==> config.mk <==
export PLATFORM = sky130hd
export DESIGN_NAME = pwm_from_count_flat
export DESIGN_NICKNAME = d
export VERILOG_FILES = /design/src/rtl/pwm_from_count_if.sv /design/src/rtl/pwm_from_count.sv /design/src/flat_wrapper.sv
export SDC_FILE = /design/constraint.sdc
export NUM_CORES = 1
export LEC_CHECK = 0
export CORE_AREA = 2 2 65 67
export DETAILED_ROUTE_END_ITERATION = 10
export DIE_AREA = 0 0 67 69
export DONT_BUFFER_PORTS = 1
export PLACE_DENSITY = 0.52
export SYNTH_ARGS = -nofsm -noshare
export SYNTH_HDL_FRONTEND = slang
export SYNTH_SLANG_ARGS = --single-unit
export TNS_END_PERCENT = 30
==> constraint.sdc <==
create_clock -name clk -period 3.3 [get_ports clk]
set_input_delay 0.66 -clock clk [delete_from_list [all_inputs] [get_ports clk]]
set_output_delay 0.66 -clock clk [all_outputs]
set_load 0.01 [all_outputs]
==> src/rtl/pwm_from_count_if.sv <==
// Duty-cycle load channel for pwm_from_count.
// The producer (master) offers duty_in with duty_valid and holds it until the
// block (slave) raises duty_ready; a transfer happens when both are high.
interface pwm_from_count_if #(
   parameter int CNT_W = 4
);
   logic             duty_valid;
   logic             duty_ready;
   logic [CNT_W:0]   duty_in;

   modport master (
      output duty_valid,
      output duty_in,
      input  duty_ready
   );

   modport slave (
      input  duty_valid,
      input  duty_in,
      output duty_ready
   );
endinterface

==> src/rtl/pwm_from_count.sv <==
// PWM generator driven by an external free-running up counter.
// Watches the sampled count for max->0 wraps, swaps in a shadowed duty value
// only on a wrap so that no period is ever cut short, and counts wraps while
// running.
// Optional feature: define CNT_SEQ_CHECK_EN to add a sticky count-sequence
// checker on cnt_err; without it cnt_err is tied low.
module pwm_from_count #(
   parameter int CNT_W   = 4,
   parameter int EPOCH_W = 8
) (
   input  logic               clk,
   input  logic               rst,
   input  logic [CNT_W-1:0]   cnt_in,
   pwm_from_count_if.slave    duty,
   output logic               pwm_out,
   output logic               wrap_pulse,
   output logic [EPOCH_W-1:0] epoch_cnt,
   output logic               cnt_err
);

   localparam logic [CNT_W-1:0] CNT_MAX  = '1;
   localparam logic [CNT_W:0]   DUTY_MAX = {1'b1, {CNT_W{1'b0}}};

   typedef enum logic {
      IDLE,
      RUN
   } state_t;

   state_t             state_q;
   state_t             state_d;
   logic [CNT_W-1:0]   cnt_q;
   logic [CNT_W:0]     pend_duty_q;
   logic [CNT_W:0]     pend_duty_d;
   logic               pend_flag_q;
   logic               pend_flag_d;
   logic [CNT_W:0]     act_duty_q;
   logic [CNT_W:0]     act_duty_d;
   logic               pwm_d;
   logic [EPOCH_W-1:0] epoch_d;

   logic               wrap;
   logic               accept;
   logic [CNT_W:0]     duty_sat;

   // A wrap is only a genuine max->0 step; an upstream counter reset that
   // jumps to 0 from anywhere else does not count.
   assign wrap     = (cnt_q == CNT_MAX) && (cnt_in == '0);
   assign accept   = duty.duty_valid && !pend_flag_q;
   assign duty_sat = (duty.duty_in > DUTY_MAX) ? DUTY_MAX : duty.duty_in;

   // Only one duty value can be shadowed at a time.
   assign duty.duty_ready = !pend_flag_q;

   // Next-state logic: apply the shadowed duty on a wrap, capture newly
   // offered duty, and compute the PWM level from the duty that governs
   // the current count (including one just swapped in at this wrap).
   always_comb begin
      state_d     = state_q;
      pend_duty_d = pend_duty_q;
      pend_flag_d = pend_flag_q;
      act_duty_d  = act_duty_q;
      pwm_d       = 1'b0;
      epoch_d     = epoch_cnt;

      if (wrap && pend_flag_q) begin
         act_duty_d  = pend_duty_q;
         pend_flag_d = 1'b0;
         state_d     = RUN;
      end

      if (accept) begin
         pend_duty_d = duty_sat;
         pend_flag_d = 1'b1;
      end

      if (state_d == RUN) begin
         pwm_d = ({1'b0, cnt_in} < act_duty_d);
         if (wrap) begin
            epoch_d = epoch_cnt + EPOCH_W'(1);
         end
      end
   end

   // State and output registers; reset discards both pending and active duty.
   always_ff @(posedge clk) begin
      if (rst) begin
         state_q     <= IDLE;
         cnt_q       <= '0;
         pend_duty_q <= '0;
         pend_flag_q <= 1'b0;
         act_duty_q  <= '0;
         pwm_out     <= 1'b0;
         wrap_pulse  <= 1'b0;
         epoch_cnt   <= '0;
      end else begin
         state_q     <= state_d;
         cnt_q       <= cnt_in;
         pend_duty_q <= pend_duty_d;
         pend_flag_q <= pend_flag_d;
         act_duty_q  <= act_duty_d;
         pwm_out     <= pwm_d;
         wrap_pulse  <= wrap;
         epoch_cnt   <= epoch_d;
      end
   end

`ifdef CNT_SEQ_CHECK_EN
   logic             seen_q;
   logic [CNT_W-1:0] cnt_inc;

   assign cnt_inc = cnt_q + CNT_W'(1);

   // Sticky sequence checker; the first cycle after reset is skipped because
   // cnt_q does not yet hold a real sample.
   always_ff @(posedge clk) begin
      if (rst) begin
         seen_q  <= 1'b0;
         cnt_err <= 1'b0;
      end else begin
         seen_q <= 1'b1;
         if (seen_q && (cnt_in != cnt_inc) && (cnt_in != '0)) begin
            cnt_err <= 1'b1;
         end
      end
   end
`else
   assign cnt_err = 1'b0;
`endif

endmodule

==> src/flat_wrapper.sv <==
// flat-port wrapper written by rule: the top's interface ports become plain ports
module pwm_from_count_flat 
#(
   parameter int CNT_W   = 4,
   parameter int EPOCH_W = 8
)
  (clk, rst, cnt_in, pwm_out, wrap_pulse, epoch_cnt, cnt_err, duty_duty_valid, duty_duty_in, duty_duty_ready);
  pwm_from_count_if #(.CNT_W(CNT_W)) duty_i ();
  input  logic clk;
  input  logic rst;
  input  logic [CNT_W-1:0] cnt_in;
  output logic pwm_out;
  output logic wrap_pulse;
  output logic [EPOCH_W-1:0] epoch_cnt;
  output logic cnt_err;
  input wire logic [$bits(duty_i.duty_valid)-1:0] duty_duty_valid;
  input wire logic [$bits(duty_i.duty_in)-1:0] duty_duty_in;
  output wire logic [$bits(duty_i.duty_ready)-1:0] duty_duty_ready;
  assign duty_i.duty_valid = duty_duty_valid;
  assign duty_i.duty_in = duty_duty_in;
  assign duty_duty_ready = duty_i.duty_ready;
  pwm_from_count #(.CNT_W(CNT_W), .EPOCH_W(EPOCH_W)) u_core (.clk(clk), .rst(rst), .cnt_in(cnt_in), .duty(duty_i), .pwm_out(pwm_out), .wrap_pulse(wrap_pulse), .epoch_cnt(epoch_cnt), .cnt_err(cnt_err));
endmodule
==> impl_metrics.json, run 1 <==
{
  "status": "finished clean",
  "syn_inst": 120,
  "synth-seq-area-share_pct": 45.4,
  "post-route-cell-area_sq_mm": 0.00122,
  "critical_path_class": "in -> reg",
  "io_buffers": 0,
  "io_pins": 24,
  "hpwl_um": 1760,
  "swShare_pct": 20.9,
  "cts_sinks": 26,
  "r2r_cells": 8,
  "antenna_cells": 0,
  "finalCriticalPeriod_ns": 2.78,
  "grt_antenna_before_repair": 0,
  "syn-cell-area_sq_mm": 0.00115,
  "design.core.area_sq_mm": 0.00391,
  "start_util_pct": 29.3,
  "dp.cells": 164,
  "place_area_sq_mm": 0.00117,
  "fin_tns_setup_ns": 0,
  "power_frac_clock_pct": 33.4,
  "cts_hold_buf": 0,
  "hold_start": "u_core.pend_duty_q[1]$_SDFFE_PP0P_",
  "drv_cap": 0,
  "first_pass_iters": 2,
  "drive_above_1_share_pct": 6.84,
  "combPwrFrac_pct": 4.1,
  "grt_max_degree": 27,
  "p_per_area_mw_per_mm2": 427,
  "synthToLayoutAreaGrowth_pct": 6.11,
  "final_common_cell": "dfxtp_1",
  "grt_pass1_wl_um": 3880,
  "tritoncts": "built",
  "maxSlewViolCount": 0,
  "grt_usage_pct": 11.0,
  "relSlewSlack_pct": 65.9,
  "critical_path.startpoint_type": "input port",
  "worstSkewPairLatency_ns": 0.27,
  "cts_buffers": 3,
  "rsz0062_at_grt": "no",
  "wl_um": 2310,
  "wl_per_cell_um": 13.8,
  "fin_nets": 135,
  "clk_path_buf_depth": 2,
  "cp-startpoint": "cnt_in[1]",
  "skew_ns": 0.00580,
  "gp_congestion": 0.711,
  "ant_nets": 0,
  "cp.arrival_ns": 2.97,
  "ys_ff_latch": 26,
  "cts_setup_buffers": 0,
  "postSynthAreaPerCell_sq_um": 9.55,
  "worst_pin_slew_ns": 0.506,
  "reg2reg_from": "u_core.cnt_q[2]$_SDFF_PP0_",
  "avgViaCountPerCell": 5.02,
  "power.internal_w": 0.000411,
  "cp-end-kind": "flip-flop",
  "hold_viol": 0,
  "num_rows": 23,
  "mostFrequentLayoutCells": "26 x dfxtp_1, 13 x nor2_1, 9 x nand2_1, 9 x a21oi_1",
  "cts_resized": 0,
  "hold_depth": 2,
  "pwr-share-seq_pct": 62.5,
  "hold_path.class": "reg -> reg",
  "crit_fanout": 6,
  "setup_viol": 0,
  "vias": 838,
  "die-area_sq_mm": 0.00462,
  "cts_root_buffer": "clkbuf_8",
  "die_x_um": 67,
  "finish.utilization_pct": 31.1,
  "fin_cells": 167,
  "leakagePower_nw": 0.453,
  "htree_levels": 1,
  "die_h_um": 69,
  "fin_crit_sh_pct": 84.2,
  "dr.first_iter.drc_count": 47,
  "synth_cell_types": 36,
  "netSwitchingPower_w": 0.000108,
  "grt_pass1_vias": 871,
  "ys_warn_count": 0,
  "power.total_w": 0.000519,
  "overflow": 0,
  "required_ns": 3.49,
  "syn_nets": 136,
  "ir_drop_uv": 196,
  "route.detailed.drc": 0,
  "clk_pin_slew_ns": 0.08,
  "fmax_mhz": 360
}
metrics by stage:
stage	hold slack (ns)	setup slack, ns
4_1_cts	0.440	0.539
6_report	0.449	0.520
2_1_floorplan	0.431	0.616
3_3_place_gp	0.444	0.448
3_5_place_dp	0.444	0.282
5_1_grt	0.429	0.288
power by group through the flow:
stage,Sequential (W),Combinational (W),Clock (W)
after floorplan,0.000329,0.0000251,0
after global placement,0.000331,0.0000206,0
after detailed placement,0.000332,0.0000213,0
after CTS,0.000324,0.0000214,0.000183
after global routing,0.000326,0.0000240,0.000199
final,0.000324,0.0000213,0.000173
registers in the layout (all words and copies together), names as in the netlist:
| signal | flops |
|---|---|
| u_core.epoch_cnt | 8 |
| u_core.act_duty_q | 5 |
| u_core.pend_flag_q | 1 |
| u_core.pwm_out | 1 |
| u_core.state_q | 1 |
| u_core.wrap_pulse | 1 |
| u_core.cnt_q | 4 |
| u_core.pend_duty_q | 5 |
final timing paths:
kind                                                      endpoint  slack, ns
worst min register to register  u_core.pend_duty_q[1]$_SDFFE_PP0P_       0.45
worst max-delay path                     u_core.pwm_out$_SDFF_PP0_       0.52
worst min-delay path            u_core.pend_duty_q[1]$_SDFFE_PP0P_       0.45
worst max register to register           u_core.pwm_out$_SDFF_PP0_       0.88
worst max-delay path, cell delays in order:
cell and delay, ns:
nor4_1 0.47, nand3_1 0.39, mux2i_1 0.31, ha_1 0.28, a211o_1 0.29, a311oi_1 0.29, o31ai_1 0.12, a21boi_0 0.16
routing by layer:
layer / up-vias / track usage (%) / wire length [um]
met4: 0 / 3.40 / 17
li1: 411 / - / -
met5: - / 0 / 0
met1: 404 / 12.3 / 971
met2: 21 / 18.7 / 1150
met3: 2 / 4.24 / 166
cell families after synthesis:
| group | share of synthesized area [%] |
|---|---|
| mux | 5.24 |
| simple gates | 25.0 |
| xor+xnor | 3.06 |
| flops | 45.4 |
| fa+ha+maj | 4.37 |
| buf+inv | 4.91 |
| compound gates | 11.7 |
| other cells | 0.327 |
area by class of cell:
| class | count | area [sq um] |
|---|---|---|
| Clock buffer | 3 | 41.3 |
| Fill cell | 444 | 2700 |
| Inverter | 6 | 22.5 |
| Multi-Input combinational cell | 82 | 569 |
| Sequential cell | 26 | 520 |
| Tap cell | 50 | 62.6 |
synthesized netlist by cell type:
cell      number  area [sq um]
a41o_1         1          10.0
dfxtp_1       26           521
clkbuf_1       4          15.0
nand2b_1       1          6.26
ha_1           4          50.1
o21ai_0        1          5.00
nor2b_1        5          31.3
nand4_1        2          12.5
nor4_1         3          18.8
nor4b_4        1          23.8
a211o_1        1          8.76
nand2_1        9          33.8
nor2_1        13          48.8
nand3b_1       4          30.0
o31ai_1        1          7.51
buf_6          1          11.3
buf_4          1          7.51
xnor2_1        4          35.0
or4_4          1          11.3
a31o_1         1          8.76
nor3_1         1          5.00
inv_1          6          22.5
and2_1         1          6.26
a21oi_1        9          45.0
conb_1         1          3.75
a21boi_0       1          7.51
nand3_1        2          10.0
mux2i_1        6          60.1
nand4b_1       1          8.76
a31o_2         1          8.76
o211ai_1       1          7.51
o21a_1         1          7.51
nor4_4         1          21.3
and4_1         1          8.76
nor3_2         1          10.0
a311oi_1       2          17.5
Power figures use the tool's default switching activity.
==> run 2: changes to the inputs <==
- ABC_AREA: unset -> 1
- CORE_AREA: 2 2 65 67 -> 2 2 67 69
- DIE_AREA: 0 0 67 69 -> 0 0 69 71
- clock period: 3.3 -> 2.61 ns (I/O delays scaled with it)
==> run 2 against run 1 <==
Compared with the run above:
- clock skew about the same
- clock-buffer cell count is the same
- sequential power increased by 27%
- critical path depth increased by 1
- non-clock buffer count stayed put
- via count is 9.5% higher
- setup slack better by 0.36 ns
- combinational power grew 73%
- critical path type is now reg -> reg
==> impl_metrics.json, run 2 <==
{
  "dp.cells": 198,
  "critical_path.most_common_cell": "nand2_1",
  "route.detailed.drc": 0,
  "overflow": 0,
  "ir_drop_uv": 163,
  "start_util_pct": 28.7,
  "die-area_sq_mm": 0.00490,
  "cts_buffers": 3,
  "hpwl_um": 1710,
  "skew_ns": 0.00607,
  "status": "finished clean",
  "dr.first_iter.drc_count": 24,
  "grt_pass1_vias": 865,
  "min_to": "u_core.pend_duty_q[2]$_SDFFE_PP0P_",
  "cp.arrival_ns": 1.95,
  "wl_per_cell_um": 10.8,
  "drive_above_1_share_pct": 10.7,
  "ys_ff_latch": 26,
  "pwr-share-seq_pct": 52.6,
  "ys.flop_type": "dfxtp_1",
  "reg2reg_from": "u_core.cnt_q[2]$_SDFF_PP0_",
  "hold_depth": 1,
  "cp-end-kind": "flip-flop",
  "rsz0062_at_grt": "no",
  "fmax_mhz": 578,
  "wl_um": 2190,
  "hold_path.class": "in -> reg",
  "synth_cell_types": 28,
  "fin_nets": 167,
  "syn_inst": 150,
  "use_met2_pct": 15.3,
  "largest_reg_flops": 8,
  "die_x_um": 69,
  "regMostFlops": "u_core.epoch_cnt",
  "ys_warn_count": 0,
  "grt.busiest_layer": "met2",
  "cts_setup_buffers": 0,
  "register_area_sq_um": 520,
  "syn_nets": 166,
  "grt_use_met1_pct": 12.0,
  "reg.largest.list": "u_core.epoch_cnt x8, u_core.act_duty_q x5, u_core.pend_duty_q x5",
  "worstSkewPairLatency_ns": 0.27,
  "setup_viol": 0,
  "num_rows": 24,
  "synth_commonest_cells": "26 x dfxtp_1, 24 x nand2_1, 21 x nor2_1",
  "finalCriticalPeriod_ns": 1.73,
  "postSynthAreaPerCell_sq_um": 8.05,
  "multi_input_area_sq_um": 579,
  "use_met3_pct": 2.56,
  "leakagePower_nw": 0.582,
  "required_ns": 2.83,
  "fin_cells": 202,
  "clk_path_buf_depth": 2,
  "io_buffers": 0,
  "cts_hold_buf": 0,
  "clk_pin_slew_ns": 0.09,
  "fin_tns_setup_ns": 0,
  "swShare_pct": 20.2,
  "first_pass_iters": 4,
  "ant_nets": 0,
  "async_reset_ff_share_pct": 0,
  "power.internal_w": 0.000623,
  "cts_root_buffer": "clkbuf_8",
  "yosys.area.top_type": "dfxtp_1",
  "antenna_cells": 0,
  "grt_usage_pct": 9.75,
  "synth-seq-area-share_pct": 43.1,
  "io_pins": 24,
  "drv_cap": 0,
  "combPwrFrac_pct": 4.7,
  "r2r-end": "u_core.pwm_out$_SDFF_PP0_",
  "crit_slowest_cell": "dfxtp_1",
  "fin_crit_sh_pct": 66.3,
  "hold_start": "rst",
  "netSwitchingPower_w": 0.000158,
  "synth_edf_count": 0,
  "final_common_cell": "dfxtp_1",
  "crit_fanout": 8,
  "htree_levels": 1,
  "grt_antenna_before_repair": 0,
  "tritoncts": "built",
  "vias": 918,
  "critical_path.startpoint_type": "flip-flop",
  "synth_top_area_share_pct": 43.1,
  "grt_max_degree": 19,
  "reg2reg_slack_ns": 0.88,
  "r2r_cells": 9,
  "gp_congestion": 0.748,
  "syn-cell-area_sq_mm": 0.00121,
  "mostFrequentLayoutCells": "26 x dfxtp_1, 24 x nand2_1, 21 x nor2_1",
  "nFillCells": 462,
  "p_per_area_mw_per_mm2": 592,
  "synthToLayoutAreaGrowth_pct": 9.33,
  "max_stage_delay_ns": 0.32,
  "die_h_um": 71,
  "yosysMostFrequentCell": "dfxtp_1",
  "critical_path_class": "reg -> reg",
  "grt_pass1_wl_um": 3820,
  "hold_viol": 0,
  "holdWs_ns": 0.300,
  "power_frac_clock_pct": 42.7,
  "cts_resized": 0,
  "cts_sinks": 26,
  "avgViaCountPerCell": 4.54,
  "synth_top_cells_by_area": "dfxtp_1 43%, nand2_1 7.5%, nor2_1 6.5%",
  "crit_chain": "nand2_1 -> nor2_8 -> nand3_4 -> mux2i_1 -> ha_1 -> a21oi_1 -> nand3b_1 -> nand2_1 -> nor2_2",
  "design.core.area_sq_mm": 0.00420,
  "maxSlewViolCount": 0
}
## run 2: cell types whose count changed after synthesis, moves of 3 or more
cell and delta:
a21oi_1 +4, clkbuf_1 -4, inv_1 +13, mux2i_1 -3, nand2_1 +15, nand3_1 +5, nand3b_1 -3, nor2_1 +8
nor2b_1 -5, nor4_1 -3, o21ai_0 +5, xnor2_1 -3
## run 2: power by group through the flow
| stage | combinational, W | sequential [W] | clock [W] |
|---|---|---|---|
| 5_1_grt | 0.0000439 | 0.000412 | 0.000356 |
| 6_report | 0.0000369 | 0.000411 | 0.000334 |
| 3_5_place_dp | 0.0000374 | 0.000420 | 0 |
| 4_1_cts | 0.0000377 | 0.000411 | 0.000343 |
| 2_1_floorplan | 0.0000406 | 0.000417 | 0 |
| 3_3_place_gp | 0.0000365 | 0.000420 | 0 |
## run 2: worst max-delay path, delay by kind of cell (launching register included)
family	cells	cell delay, ns
AND/OR/NAND/NOR	6	0.67
adder cells (fa/ha/maj)	1	0.29
AO/OA/AOI/OAI	1	0.12
multiplexers	1	0.26
flip-flops	1	0.32
## run 2: worst max-delay path by stage
stage	start	endpoint	slack (ns)
2_1_floorplan	cnt_in[2]	u_core.pwm_out$_SDFF_PP0_	0.80
3_3_place_gp	cnt_in[2]	u_core.pwm_out$_SDFF_PP0_	0.72
3_5_place_dp	cnt_in[2]	u_core.pwm_out$_SDFF_PP0_	0.62
4_1_cts	u_core.cnt_q[2]$_SDFF_PP0_	u_core.pwm_out$_SDFF_PP0_	0.85
5_1_grt	u_core.cnt_q[3]$_SDFF_PP0_	u_core.pwm_out$_SDFF_PP0_	0.63
6_report	u_core.cnt_q[2]$_SDFF_PP0_	u_core.pwm_out$_SDFF_PP0_	0.88
## run 2: cells by family (layout without fill, tap and decap cells)
logic type               Yosys count  after routing  synth area share (%)
AO/OA/AOI/OAI                     22             22                  11.6
AND/OR/NAND/NOR                   66             66                  28.0
other                              1              1                 0.311
adder cells (fa/ha/maj)            4              4                  4.15
buffers and inverters             26             26                  8.91
multiplexers                       3              3                  2.49
XOR/XNOR                           2              2                  1.45
flip-flops                        26             26                  43.1
## run 2: routing by layer
metal / vias up / share of wire (%)
met3: 5 / 6.3
li1: 474 / -
met1: 414 / 44
met2: 25 / 47
met5: - / 0
met4: 0 / 2.8
## run 2: metrics by stage
| step | utilization, % | area [sq um] | setup WS, ns | total power, W |
|---|---|---|---|---|
| floorplan | - | 1210 | 0.803 | 0.000457 |
| global placement | 29.7 | 1250 | 0.725 | 0.000457 |
| detailed placement | 29.7 | 1250 | 0.621 | 0.000458 |
| CTS | 31.4 | 1320 | 0.855 | 0.000792 |
| global route | 31.4 | 1320 | 0.629 | 0.000812 |
| finish | 31.4 | 1320 | 0.881 | 0.000781 |
## run 2: cell type report
| class | instances | share of cell area [%] |
|---|---|---|
| Multi-Input combinational cell | 98 | 43.9 |
| Sequential cell | 26 | 39.4 |
| Inverter | 22 | 6.35 |
| Tap cell | 52 | 4.93 |
| Clock buffer | 3 | 3.13 |
| Clock inverter | 1 | 2.27 |
